--- src/rtl/divider_pkg.sv ---
// Shared definitions for the integer-N divider built from the ÷3/÷4 prescaler
// and the program/swallow counter pair.
package divider_pkg;

   localparam int DEF_P_W   = 6;
   localparam int DEF_P_RST = 8;
   localparam int DEF_S_RST = 0;

   typedef logic [DEF_P_W-1:0] cnt_t;

endpackage

--- src/rtl/swallow_down_cnt.sv ---
// Loadable down counter used for both the program (P) and swallow (S) counts.
// Load has priority over the decrement enable; the zero flag is combinational.
module swallow_down_cnt
   import divider_pkg::*;
#(
   parameter int W = DEF_P_W
) (
   input  logic         i_clk,
   input  logic         i_rst,
   input  logic         i_load,
   input  logic [W-1:0] i_val,
   input  logic         i_en,
   output logic [W-1:0] o_cnt,
   output logic         o_zero
);

   logic [W-1:0] r_cnt;

   always_ff @(posedge i_clk) begin
      if (i_rst)
         r_cnt <= '0;
      else if (i_load)
         r_cnt <= i_val;
      else if (i_en)
         r_cnt <= r_cnt - W'(1);
   end

   assign o_cnt  = r_cnt;
   assign o_zero = (r_cnt == '0);

endmodule

--- src/rtl/pulse_swallow_counter.sv ---
// Program/swallow counter pair driving the ÷3/÷4 prescaler modulus input.
// Optional config legality check: define PULSE_SWALLOW_CFG_CHECK_EN.
module pulse_swallow_counter
   import divider_pkg::*;
#(
   parameter int P_W   = DEF_P_W,
   parameter int P_RST = DEF_P_RST,
   parameter int S_RST = DEF_S_RST
) (
   input  logic           clk_in,
   input  logic           rst,
   input  logic [P_W-1:0] cfg_p,
   input  logic [P_W-1:0] cfg_s,
   input  logic           cfg_load,
   output logic           mod,
   output logic           div_out,
   output logic           cfg_err
);

   localparam logic [P_W-1:0] L_P_RST = P_W'(P_RST);
   localparam logic [P_W-1:0] L_S_RST = P_W'(S_RST);

   logic [P_W-1:0] w_p_cnt;
   logic [P_W-1:0] w_s_cnt;
   logic           w_p_zero;
   logic           w_s_zero;
   logic           w_bnd;
   logic           w_cfg_acc;
   logic [P_W-1:0] r_pend_p;
   logic [P_W-1:0] r_pend_s;
   logic           r_mod;
   logic           r_div;

   // A frame boundary is any edge on which the program count has run out.
   assign w_bnd = w_p_zero;

   swallow_down_cnt #(.W(P_W)) u_p_cnt (
      .i_clk  (clk_in),
      .i_rst  (rst),
      .i_load (w_bnd),
      .i_val  (r_pend_p - P_W'(1)),
      .i_en   (1'b1),
      .o_cnt  (w_p_cnt),
      .o_zero (w_p_zero)
   );

   swallow_down_cnt #(.W(P_W)) u_s_cnt (
      .i_clk  (clk_in),
      .i_rst  (rst),
      .i_load (w_bnd),
      .i_val  (r_pend_s),
      .i_en   (!w_s_zero),
      .o_cnt  (w_s_cnt),
      .o_zero (w_s_zero)
   );

`ifdef PULSE_SWALLOW_CFG_CHECK_EN
   logic r_cfg_err;

   assign w_cfg_acc = (cfg_p != '0) && (cfg_s <= cfg_p);

   always_ff @(posedge clk_in) begin
      if (rst)
         r_cfg_err <= 1'b0;
      else
         r_cfg_err <= cfg_load && !w_cfg_acc;
   end

   assign cfg_err = r_cfg_err;
`else
   assign w_cfg_acc = 1'b1;
   assign cfg_err   = 1'b0;
`endif

   // Pending config is only consumed at a boundary, so a load never disturbs a running frame.
   always_ff @(posedge clk_in) begin
      if (rst) begin
         r_pend_p <= L_P_RST;
         r_pend_s <= L_S_RST;
      end else if (cfg_load && w_cfg_acc) begin
         r_pend_p <= cfg_p;
         r_pend_s <= cfg_s;
      end
   end

   // mod looks one cycle ahead of the swallow count so it is a clean flop output.
   always_ff @(posedge clk_in) begin
      if (rst) begin
         r_mod <= 1'b1;
         r_div <= 1'b0;
      end else if (w_bnd) begin
         r_mod <= (r_pend_s != '0);
         r_div <= 1'b1;
      end else begin
         r_mod <= (w_s_cnt > P_W'(1));
         r_div <= 1'b0;
      end
   end

   assign mod     = r_mod;
   assign div_out = r_div;

endmodule

--- config.mk ---
export PLATFORM = sky130hd
export DESIGN_NAME = pulse_swallow_counter
export DESIGN_NICKNAME = d
export VERILOG_FILES = /design/src/rtl/divider_pkg.sv /design/src/rtl/swallow_down_cnt.sv /design/src/rtl/pulse_swallow_counter.sv
export SDC_FILE = /design/constraint.sdc
export NUM_CORES = 1
export LEC_CHECK = 0
export CORE_MARGIN = 3
export CORE_UTILIZATION = 25
export DETAILED_ROUTE_END_ITERATION = 8
export GPL_TIMING_DRIVEN = 0
export PLACE_DENSITY = 0.5
export SETUP_SLACK_MARGIN = 0.4
export SKIP_LAST_GASP = 1
export SLEW_MARGIN = 20
export SYNTH_ARGS = -nofsm -noshare
export SYNTH_HDL_FRONTEND = slang
export SYNTH_SLANG_ARGS = --single-unit
--- constraint.sdc ---
create_clock -name clk_in -period 5.3 [get_ports clk_in]
set_clock_uncertainty 0.1 [all_clocks]
set_input_delay 0.795 -clock clk_in [delete_from_list [all_inputs] [get_ports clk_in]]
set_output_delay 0.795 -clock clk_in [all_outputs]
set_load 0.02 [all_outputs]
==> impl_metrics.toml <==
[critical_path]
crit_chain = "clkdlybuf4s50_1"
cp_slowest_stage_delay_ns = 0.60
path_class = "flop to output pin"
critPathArrivalTime_ns = 1.20
start_kind = "flop"
path_buf_inv = 1
cp_slowest_cell = "clkdlybuf4s50_1"
crit_fanout = 1
end_kind = "output pin"
crit_family = "buffers and inverters"
required_ns = 4.41

[routing]
vias_per_cell = 4.410
first_pass_iters = 4
drt_iter0_drc = 54
wl_um = 2543
vias = 957
drc = 0
routedWlPerCell_um = 11.72
ant_nets = 0

[clock_tree]
cts_hold_buf = 0
ctsRootBufferMaster = "clkbuf_8"
cts_buffers = 3
cts-resized-gates = 0
cts_setup_buffers = 0
cts_tree = "built"
cts_sinks = 26
clk_latency_ns = 0.27
clk_pin_slew_ns = 0.08
cts_buffer_depth = 2
ctsHtreeMaxLevel = 1

[cells_and_area]
seq_area_um2 = 520.5
layout.cells.non_filler = 217
post-route-util_pct = 33.28
layout.nets = 173
diodes = 0
final_area_um2 = 1509
fillers = 473
multi_input_area_um2 = 654.4
final_layout_size_suffix_gt1_share_pct = 9.211
area_delta_synth_final_pct = 23.06

[global_route]
grt_pass1_wl_um = 4298
grt_overflow = 0
first_global_vias = 906
grt_usage_pct = 9.218
antenna_found_initial = 0
grt_start_max_net_pins = 14

[logic_synthesis]
yosysUniqueCellTypes = 37
yosys_warnings = 0
ys_seq_area_share_pct = 42.45
synthArstFlopShare_pct = 0
ys_seq_elements = 26
syn_inst = 133
synthesis.nets = 152
netlist_area_um2 = 1226
synth.avg_cell_area_um2 = 9.219
synth_flop_cell = "dfxtp_1"
synth_edf_count = 0

[pwr]
ir_drop_mv = 0.1238
power.leakage_nw = 0.6110
pwr-share-clk_pct = 15.9
p_switching_mw = 0.2665
switching_share_pct = 37.55
pwr-share-seq_pct = 39.4
p_per_area_nw_per_um2 = 470.4
p_int_mw = 0.4433
power_mw = 0.7098
comb_power_share_pct = 44.7

[floorplan]
boundaryPins = 18
chipHeight_um = 76.04
fp.coreArea_um2 = 4534
die_x_um = 76.04
die_area_um2 = 5781
num_rows = 24
start_util_pct = 27.04

[timing]
hold_viol = 0
period_share_pct = 39.59
setup_viol_count_final = 0
final_critical_path_setup_slack_ns = 3.201
rsz0062_at_grt = "false"
finalCriticalPeriod_ns = 2.099
max_freq_mhz = 476.5
fin_setup_tns_ns = 0
slew_viol_final = 0
hold_slack_ns = 0.3868

[run]
maxCapViolCount = 0

[placed_design]
gp_congestion = 0.7748
hpwl_um = 1939
dp_worst_setup_slack_ns = 3.104
dpl.cell_count = 214
dpl_cell_area_um2 = 1468
port_buffers = 16

[hold_path]
hp-class = "flop to flop"

[run_status]
status = "finished clean"
==> power by group through the flow <==
stage / logic (mW) / clock network [mW] / registers, mW
after floorplan: 0.240 / 0 / 0.282
after global placement: 0.314 / 0 / 0.282
after detailed placement: 0.316 / 0 / 0.284
after CTS: 0.319 / 0.116 / 0.279
after global routing: 0.356 / 0.121 / 0.287
final: 0.317 / 0.113 / 0.280
==> cells in the final DEF (no fill, tap or decap), types with 2 or more instances in the layout <==
cell | netlist | layout
clkdlybuf4s50_1 | 0 | 16
or3_4 | 2 | 2
nand3_1 | 4 | 4
inv_1 | 4 | 4
clkbuf_1 | 2 | 2
mux2i_1 | 14 | 14
o211ai_1 | 2 | 2
xor2_1 | 5 | 5
dfxtp_1 | 26 | 26
a21oi_1 | 9 | 9
nor3_2 | 2 | 2
ha_1 | 4 | 4
a211oi_1 | 2 | 2
clkbuf_8 | 0 | 3
or3_1 | 2 | 2
nor2_1 | 21 | 21
buf_2 | 2 | 2
o21ai_0 | 2 | 2
nand2_1 | 7 | 7
nor3_1 | 4 | 4
==> kinds of logic after synthesis <==
| kind of cell | count (synthesis) | share of synthesized area [%] |
|---|---|---|
| AO/OA/AOI/OAI | 21 | 10.51 |
| flip-flops | 26 | 42.45 |
| multiplexers | 14 | 11.43 |
| other | 1 | 0.3058 |
| adder cells (fa/ha/maj) | 4 | 4.082 |
| AND/OR/NAND/NOR | 52 | 23.47 |
| XOR/XNOR | 5 | 3.571 |
| buffers and inverters | 10 | 4.184 |
==> state kept, by name, indices dropped and copies added (netlist names) <==
| name | count |
|---|---|
| r_pend_p | 6 |
| div_out | 1 |
| u_s_cnt.o_cnt | 6 |
| r_pend_s | 6 |
| u_p_cnt.o_cnt | 6 |
| mod | 1 |
==> worst paths after layout <==
path | start | endpoint | slack [ns] | cells after the start
hold / removal | r_pend_s[1]$_SDFFE_PP0P_ | u_s_cnt.o_cnt[1]$_SDFFE_PP0P_ | 0.39 | 2
hold reg to reg | r_pend_s[1]$_SDFFE_PP0P_ | u_s_cnt.o_cnt[1]$_SDFFE_PP0P_ | 0.39 | 2
setup reg to reg | u_p_cnt.o_cnt[1]$_SDFF_PP0_ | u_p_cnt.o_cnt[4]$_SDFF_PP0_ | 3.29 | 8
setup / recovery | mod$_SDFF_PP1_ | mod | 3.20 | 1
==> synth_stat cells, drive strengths merged (2+ instances only) <==
cell type	number	share of area, %
nor3	6	3.3
clkbuf	2	0.61
o211ai	2	1.2
nand3	4	1.6
nand2b	2	1.6
a21oi	9	3.7
a211oi	2	1.2
ha	4	4.1
dfxtp	26	42
buf	4	2.3
o21ai	3	1.2
nor2	22	6.9
mux2i	14	11
inv	4	1.2
xor2	5	3.6
or3	4	2.9
nand2	7	2.1
nor4	2	2.2
==> tightest hold or removal path, cell delays in order, from the launching register on <==
cell and delay [ns]:
dfxtp_1 0.33, nand2_1 0.06, a21oi_1 0.05
==> layout make-up <==
class	count	area share [%]
Buffer	6	2.405
Sequential cell	26	34.49
Clock buffer	3	2.736
Multi-Input combinational cell	97	43.37
Inverter	4	0.9950
Timing Repair Buffer	16	10.61
Tap cell	65	5.390
==> layer usage <==
layer | track usage, % | part of all wire (%)
met1 | 12.05 | 48
met2 | 14.01 | 46
met3 | 1.182 | 3.0
met4 | 6.522 | 3.1
met5 | 0 | 0
Power figures use the tool's default switching activity.
